**src/rtl/axi_memory_writer_burst.sv**
```systemverilog
// AXI4 single-burst write master with a small prefetch FIFO.
// One command produces exactly one AW, len W beats and one B handshake.
module axi_memory_writer_burst #(
   parameter int unsigned ADDR_WIDTH = 32,
   parameter int unsigned DATA_WIDTH = 32,
   parameter int unsigned FIFO_DEPTH = 8
) (
   input  logic                      clk,
   input  logic                      rst_n,
   input  logic                      start_write,
   input  logic [ADDR_WIDTH-1:0]     write_addr,
   input  logic [31:0]               write_len,
   input  logic [2:0]                write_size,
   input  logic [1:0]                write_burst,
   input  logic [DATA_WIDTH-1:0]     data_in,
   input  logic                      data_valid,
   output logic                      data_ready,
   output logic [ADDR_WIDTH-1:0]     awaddr,
   output logic [7:0]                awlen,
   output logic [2:0]                awsize,
   output logic [1:0]                awburst,
   output logic                      awvalid,
   input  logic                      awready,
   output logic [DATA_WIDTH-1:0]     wdata,
   output logic [DATA_WIDTH/8-1:0]   wstrb,
   output logic                      wlast,
   output logic                      wvalid,
   input  logic                      wready,
   input  logic [1:0]                bresp,
   input  logic                      bvalid,
   output logic                      bready,
   output logic                      busy,
   output logic                      write_done,
   output logic                      write_error
);

   localparam int unsigned STRB_WIDTH = DATA_WIDTH / 8;
   localparam int unsigned PTR_WIDTH  = $clog2(FIFO_DEPTH);
   localparam int unsigned CNT_WIDTH  = PTR_WIDTH + 1;
   localparam int unsigned BEAT_WIDTH = 9;

   typedef enum logic [1:0] {S_IDLE, S_ADDR, S_DATA, S_RESP} state_t;

   state_t                  state_q;
   logic [ADDR_WIDTH-1:0]   awaddr_q;
   logic [7:0]              awlen_q;
   logic [2:0]              awsize_q;
   logic [1:0]              awburst_q;
   logic                    awvalid_q;
   logic                    bready_q;
   logic                    busy_q;
   logic                    done_q;
   logic                    error_q;
   logic [BEAT_WIDTH-1:0]   len_q;
   logic [BEAT_WIDTH-1:0]   beat_cnt_q;
   logic [BEAT_WIDTH-1:0]   acc_cnt_q;

   logic [DATA_WIDTH-1:0]   fifo_mem_q [FIFO_DEPTH];
   logic [PTR_WIDTH-1:0]    wr_ptr_q;
   logic [PTR_WIDTH-1:0]    rd_ptr_q;
   logic [CNT_WIDTH-1:0]    fifo_cnt_q;

   logic fifo_empty_c;
   logic fifo_full_c;
   logic last_beat_c;
   logic pop_c;
   logic push_c;
   logic len_ok_c;
   logic resp_err_c;

   // FIFO status, beat handshakes and command legality
   always_comb begin
      fifo_empty_c = (fifo_cnt_q == '0);
      fifo_full_c  = (fifo_cnt_q == CNT_WIDTH'(FIFO_DEPTH));
      last_beat_c  = (beat_cnt_q == BEAT_WIDTH'(len_q - BEAT_WIDTH'(1)));
      pop_c        = (state_q == S_DATA) && !fifo_empty_c && wready;
      push_c       = data_valid && data_ready;
      len_ok_c     = (write_len != 32'd0) && (write_len <= 32'd256);
      resp_err_c   = (bresp == 2'b10) || (bresp == 2'b11);
   end

   // A full FIFO still accepts a word in the cycle its head is popped
   assign data_ready  = busy_q && (!fifo_full_c || pop_c) && (acc_cnt_q < len_q);

   assign awaddr      = awaddr_q;
   assign awlen       = awlen_q;
   assign awsize      = awsize_q;
   assign awburst     = awburst_q;
   assign awvalid     = awvalid_q;
   assign wvalid      = (state_q == S_DATA) && !fifo_empty_c;
   assign wlast       = wvalid && last_beat_c;
   assign wdata       = fifo_mem_q[rd_ptr_q];
   assign wstrb       = {STRB_WIDTH{wvalid}};
   assign bready      = bready_q;
   assign busy        = busy_q;
   assign write_done  = done_q;
   assign write_error = error_q;

   // Prefetch FIFO storage and occupancy
   always_ff @(posedge clk or negedge rst_n) begin
      if (!rst_n) begin
         for (int i = 0; i < int'(FIFO_DEPTH); i++) fifo_mem_q[i] <= '0;
         wr_ptr_q   <= '0;
         rd_ptr_q   <= '0;
         fifo_cnt_q <= '0;
      end else begin
         if (push_c) begin
            fifo_mem_q[wr_ptr_q] <= data_in;
            wr_ptr_q             <= wr_ptr_q + PTR_WIDTH'(1);
         end
         if (pop_c) rd_ptr_q <= rd_ptr_q + PTR_WIDTH'(1);
         case ({push_c, pop_c})
            2'b10:   fifo_cnt_q <= fifo_cnt_q + CNT_WIDTH'(1);
            2'b01:   fifo_cnt_q <= fifo_cnt_q - CNT_WIDTH'(1);
            default: fifo_cnt_q <= fifo_cnt_q;
         endcase
      end
   end

   // Command FSM: address phase, data beats, response, completion pulse
   always_ff @(posedge clk or negedge rst_n) begin
      if (!rst_n) begin
         state_q    <= S_IDLE;
         awaddr_q   <= '0;
         awlen_q    <= '0;
         awsize_q   <= '0;
         awburst_q  <= '0;
         awvalid_q  <= 1'b0;
         bready_q   <= 1'b0;
         busy_q     <= 1'b0;
         done_q     <= 1'b0;
         error_q    <= 1'b0;
         len_q      <= '0;
         beat_cnt_q <= '0;
         acc_cnt_q  <= '0;
      end else begin
         done_q  <= 1'b0;
         error_q <= 1'b0;
         if (push_c) acc_cnt_q <= acc_cnt_q + BEAT_WIDTH'(1);
         case (state_q)
            S_IDLE: begin
               if (start_write) begin
                  if (len_ok_c) begin
                     state_q    <= S_ADDR;
                     awaddr_q   <= write_addr;
                     awlen_q    <= 8'(write_len - 32'd1);
                     awsize_q   <= write_size;
                     awburst_q  <= write_burst;
                     len_q      <= BEAT_WIDTH'(write_len);
                     beat_cnt_q <= '0;
                     acc_cnt_q  <= '0;
                     awvalid_q  <= 1'b1;
                     busy_q     <= 1'b1;
                  end else begin
                     done_q  <= 1'b1;
                     error_q <= 1'b1;
                  end
               end
            end
            S_ADDR: begin
               if (awready) begin
                  awvalid_q <= 1'b0;
                  state_q   <= S_DATA;
               end
            end
            S_DATA: begin
               if (pop_c) begin
                  beat_cnt_q <= beat_cnt_q + BEAT_WIDTH'(1);
                  if (last_beat_c) begin
                     state_q  <= S_RESP;
                     bready_q <= 1'b1;
                  end
               end
            end
            S_RESP: begin
               if (bvalid) begin
                  bready_q <= 1'b0;
                  busy_q   <= 1'b0;
                  done_q   <= 1'b1;
                  error_q  <= resp_err_c;
                  state_q  <= S_IDLE;
               end
            end
            default: state_q <= S_IDLE;
         endcase
      end
   end

endmodule
```
**config.mk**
```make
export PLATFORM = sky130hd
export DESIGN_NAME = axi_memory_writer_burst
export DESIGN_NICKNAME = d
export VERILOG_FILES = /design/src/rtl/axi_memory_writer_burst.sv
export SDC_FILE = /design/constraint.sdc
export NUM_CORES = 1
export LEC_CHECK = 0
export CORE_MARGIN = 5
export CORE_UTILIZATION = 35
export DETAILED_ROUTE_END_ITERATION = 10
export PLACE_DENSITY = 0.57
export SLEW_MARGIN = 5
export SYNTH_ARGS = -nofsm -noshare
export SYNTH_HDL_FRONTEND = slang
export SYNTH_SLANG_ARGS = --single-unit
```
**constraint.sdc**
```tcl
create_clock -name clk -period 7.2 [get_ports clk]
set_input_delay 1.44 -clock clk [delete_from_list [all_inputs] [get_ports clk]]
set_output_delay 1.44 -clock clk [all_outputs]
set_load 0.05 [all_outputs]
```
==> impl.org <==
** Run
- Across the run, the number of max-cap violations was 0.

** Yosys
- Synthesis produced a netlist with a net count of around 1300.
- The share of the synthesized area in compound gates (AO/OA/AOI/OAI) was 0.0326.
- Adder-Cell Fraction of Synth Area :: 0.0174
- Synthesis Warnings :: 0
- Of the post-synthesis cell area, the dominant cell type holds 0.532.
- The portion of synthesized area spent on multiplexers is 0.298.
- In this run, synthesis inferred 0 flip-flops with an integrated enable.
- After synthesis, the share of flip-flops with an asynchronous set or reset is 1.00.
- Xor and xnor area share after synthesis :: 0.0151
- Cell area after synthesis :: approximately 0.016 mm²
- Cell type with the largest total area after synthesis :: sky130_fd_sc_hd__dfrtp_1
- For this run, the leading register cell type out of synthesis is sky130_fd_sc_hd__dfrtp_1.
- After technology mapping, the gate count stands at approximately 1200.
- Dominant combinational cell family by area after synthesis :: multiplexers
- The synthesized design contains between 300 and 400 register bits.
- Sequential fraction of the synthesis area :: 0.532
- Of the total synthesized cell area, the portion taken by AND, OR, NAND and NOR gates is 0.0756.
- The netlist uses between 60 and 70 different library cells.
- Mean instance size in the synthesized netlist :: between 10 and 15 µm²
- In the post-synthesis netlist, the biggest area contributors are sky130_fd_sc_hd__dfrtp_1 53%, sky130_fd_sc_hd__mux2_2 16%, sky130_fd_sc_hd__mux4_2 8.9%.

** STA
- For the pin with the worst max-slew slack, the measured transition is between 1000 and 1500 ps.
- Hold slack final :: 462 ps
- Setup repair after global routing left no endpoint under its margin.
- Part of the cycle the worst path needs :: 0.716
- Total negative slack :: 0 ps
- Final-report max-slew violation count :: 0
- The worst pin sits at a relative slew slack of 0.235.
- Counting I/O delays and the setup requirement, the final critical path takes ~5200 ps.
- Static timing analysis puts the maximum clock frequency at 194 MHz.
- Fin worst setup slack :: between 2000 and 2500 ps
- Clock skew on the completed layout was measured at around 15 ps.
- Number of hold-slack violations in the final timing report :: 0
- Setup violations remaining at the end of the flow were counted as 0.

** Detailed routing
- Number of routed nets with antenna violations :: 0
- DRC Markers :: 0
- Total Routed Length :: roughly 39000 µm
- Across all layers, the routed design uses a little over 10000 vias.
- After the first detailed-routing iteration, the DRC count stood at about 560.
- Final routed wire length divided by cell count :: 19.3 µm
- The first detailed-routing pass took 4 iterations.
- After detailed routing, the number of vias per cell comes to between 5 and 6.

** Power and ir drop
- Internal power component :: 3250 µW
- Final total power :: between 4000 and 5000 µW
- Sequential share of power :: 0.470
- Total power per unit cell area :: about 200 mW/mm²
- Sw Share :: 0.213
- The share of total power dissipated in the clock network is 0.499.
- For this design the total switching power over the nets is between 800 and 900 µW.
- Of the total power, combinational logic draws 0.031.
- Highest ir drop seen on vdd :: between 0.1 and 0.15 mV
- Pleak :: roughly 0.0094 µW

** Setup path
- Biggest cell delay along the critical path :: approximately 800 ps
- Buffer and inverter count on the worst path :: 2
- Along the worst path, the maximum fanout reaches 6.
- Total stage count of the critical path :: 9
- Number of cell instances on the worst register-to-register path :: 10
- Grouping stages by cell kind, the critical path spends the most delay in simple AND/OR/NAND/NOR gates.
- The largest individual stage delay along the critical path comes from the cell sky130_fd_sc_hd__clkdlybuf4s50_1.
- Data required time of the worst path :: between 5000 and 6000 ps
- The worst setup path is of the reg -> out kind.
- Cell-by-cell listing of the critical path :: inv_2 -> ha_1 -> nor3b_1 -> xnor2_1 -> nand4_1 -> a32oi_1 -> and3_1 -> and2_1 -> clkdlybuf4s50_1
- STA classifies the critical path startpoint as a flop.
- STA puts the critical path data arrival time at 3710 ps.
- The worst setup path is captured at an output pin.

** Global route
- Overall global routing resource usage :: 0.154
- Maximum number of pins on one net before global-route repair :: between 150 and 200
- The global routing stage identified its most utilized layer as met2.
- Met1 routing resource usage after global routing :: 0.203
- Global routing usage on met3 :: 0.0264
- Vias in the first global route :: about 11000
- The initial antenna violation count is 4.
- Global routing finished with a remaining overflow of 0.
- Met2 capacity usage during global routing :: 0.262
- The first global-routing pass estimated roughly 62000 µm of wire.

** Floorplan
- Full die area :: between 0.05 and 0.06 mm²
- Cell row count :: 78
- Die W :: approximately 230 µm
- Number of primary I/O pins :: ~200
- Die Y-Extent :: between 200 and 250 µm
- Initial Utilization :: 0.356
- The core region is 0.0456 mm².

** Place
- In this run the tool buffered the top-level ports with between 150 and 200 buffer cells.
- Post-place setup slack :: ~1900 ps
- Placer's final routability congestion estimate :: a little under 0.8
- Detailed placement ended at an HPWL of around 24000 µm.
- Placed standard-cell area :: roughly 0.019 mm²

** Final layout
- The area growth from synthesis to layout is 24.0%.
- Commonest cells after routing, fill and taps aside :: 342 x sky130_fd_sc_hd__dfrtp_1, 232 x sky130_fd_sc_hd__mux2_2, 196 x sky130_fd_sc_hd__clkdlybuf4s50_1
- The multi-input combinational cells in the finished layout cover a total of 0.00714 mm².
- For this run, the post-layout net count is 1501.
- Summing all non-filler instances in the final layout gives an area of between 0.02 and 0.025 mm².
- After filler insertion, the fill cell instance count of the layout stands at a little over 4000.
- Registers take ~0.0086 mm².
- Most common cell after layout, fill and taps aside :: sky130_fd_sc_hd__dfrtp_1
- Of the cells placed in the final design, the portion with a size suffix greater than 1 is 0.306.

** CTS
- Clock-pin slew was measured on the worst setup and hold paths at ~60 ps.
- Post-CTS repair changed the size of 0 cells.
- Clock tree synthesis found a total of ~350 sinks.
- Setup Fix Bufs, Post-CTS :: 0
- H-tree levels :: 2
- The root buffer cell chosen for the clock tree is sky130_fd_sc_hd__clkbuf_16.
- Hold_buf cts :: 0
- TritonCTS clock tree :: yes
- Clock tree synthesis inserted a total of 40 buffers.
- Buffers from clock root to sink, at most :: 3
- Latest clock arrival within the worst-skew pair :: around 550 ps

** Min path
- Counting instances, the worst hold path has a depth of 2.
- The tightest min-delay check is of the reg -> reg type.

** Outcome
- The flow ran to the end, and the final reports show no timing, DRC or antenna violations.
## cells in the mapped netlist, drive strengths merged (6+ instances only)
| cell | count |
|---|---|
| a21o | 6 |
| a21oi | 19 |
| and3 | 6 |
| buf | 41 |
| clkbuf | 30 |
| dfrtp | 345 |
| ha | 21 |
| inv | 24 |
| mux2 | 290 |
| mux4 | 64 |
| nand2 | 148 |
| nand3 | 16 |
| nand4 | 11 |
| nor2 | 23 |
| nor3 | 8 |
| nor4 | 14 |
| o21ai | 37 |
| or4 | 6 |
| xnor2 | 19 |
| xor2 | 9 |
## layer usage
layer	up-vias	share of wire
met2	143	0.50
li1	4653	-
met1	5247	0.45
met5	-	0.00018
met3	65	0.032
met4	2	0.025
## state kept, by name, indices dropped and copies added (netlist names)
register     cells
bready           1
wr_ptr_q         3
rd_ptr_q         3
beat_cnt_q       9
fifo_cnt_q       4
fifo_mem_q     256
awburst          2
awvalid          1
write_error      1
len_q            9
acc_cnt_q        9
busy             1
write_done       1
state_q          2
awsize           3
awlen            8
awaddr          32
## final timing paths
check,start,to,slack [ps]
setup / recovery,len_q[0],wlast,2050
hold / removal,awaddr[27],awaddr[27],460
setup reg to reg,state_q[0],fifo_mem_q[226],2830
hold reg to reg,awaddr[27],awaddr[27],460
max in group asynchronous,rst_n,awaddr[21],5040
min in group asynchronous,rst_n,awaddr[17],850
## power groups by stage
stage | sequential [µW] | clock, µW | combinational, µW
finish | 1940 | 2060 | 130
global route | 1940 | 2210 | 146
CTS | 1940 | 2130 | 134
detailed placement | 1980 | 0 | 133
global placement | 1980 | 0 | 132
floorplan | 1980 | 0 | 7.40
## worst reg2reg max path, delay by kind of cell (launching register included)
| kind | cells | cell delay, ps |
|---|---|---|
| simple gates | 4 | 1930 |
| compound gates | 2 | 570 |
| buf+inv | 2 | 530 |
| flops | 1 | 420 |
| fa+ha+maj | 1 | 420 |
| mux | 1 | 380 |
## logic make-up after synthesis
family          Yosys count
compound gates           86
xor+xnor                 28
fa+ha+maj                22
flops                   345
simple gates            253
mux                     355
buf+inv                  96
## final cells by class
cell class	instances	share of cell area
diodes	3	0.000373
well taps	600	0.0373
multi-input cells	744	0.355
repair buffers	213	0.106
flip-flops and latches	345	0.430
inverters	25	0.00467
clock buffers	61	0.0612
clock inverters	12	0.00597
## metrics by stage
| step | std cells | util |
|---|---|---|
| floorplan | 1185 | - |
| detailed placement | 1927 | 0.411 |
| finish | 2003 | 0.441 |
| CTS | 2000 | 0.441 |
| global route | 2002 | 0.441 |
| global placement | 1927 | 0.411 |
Note: power is estimated with default switching activity, not from simulation.
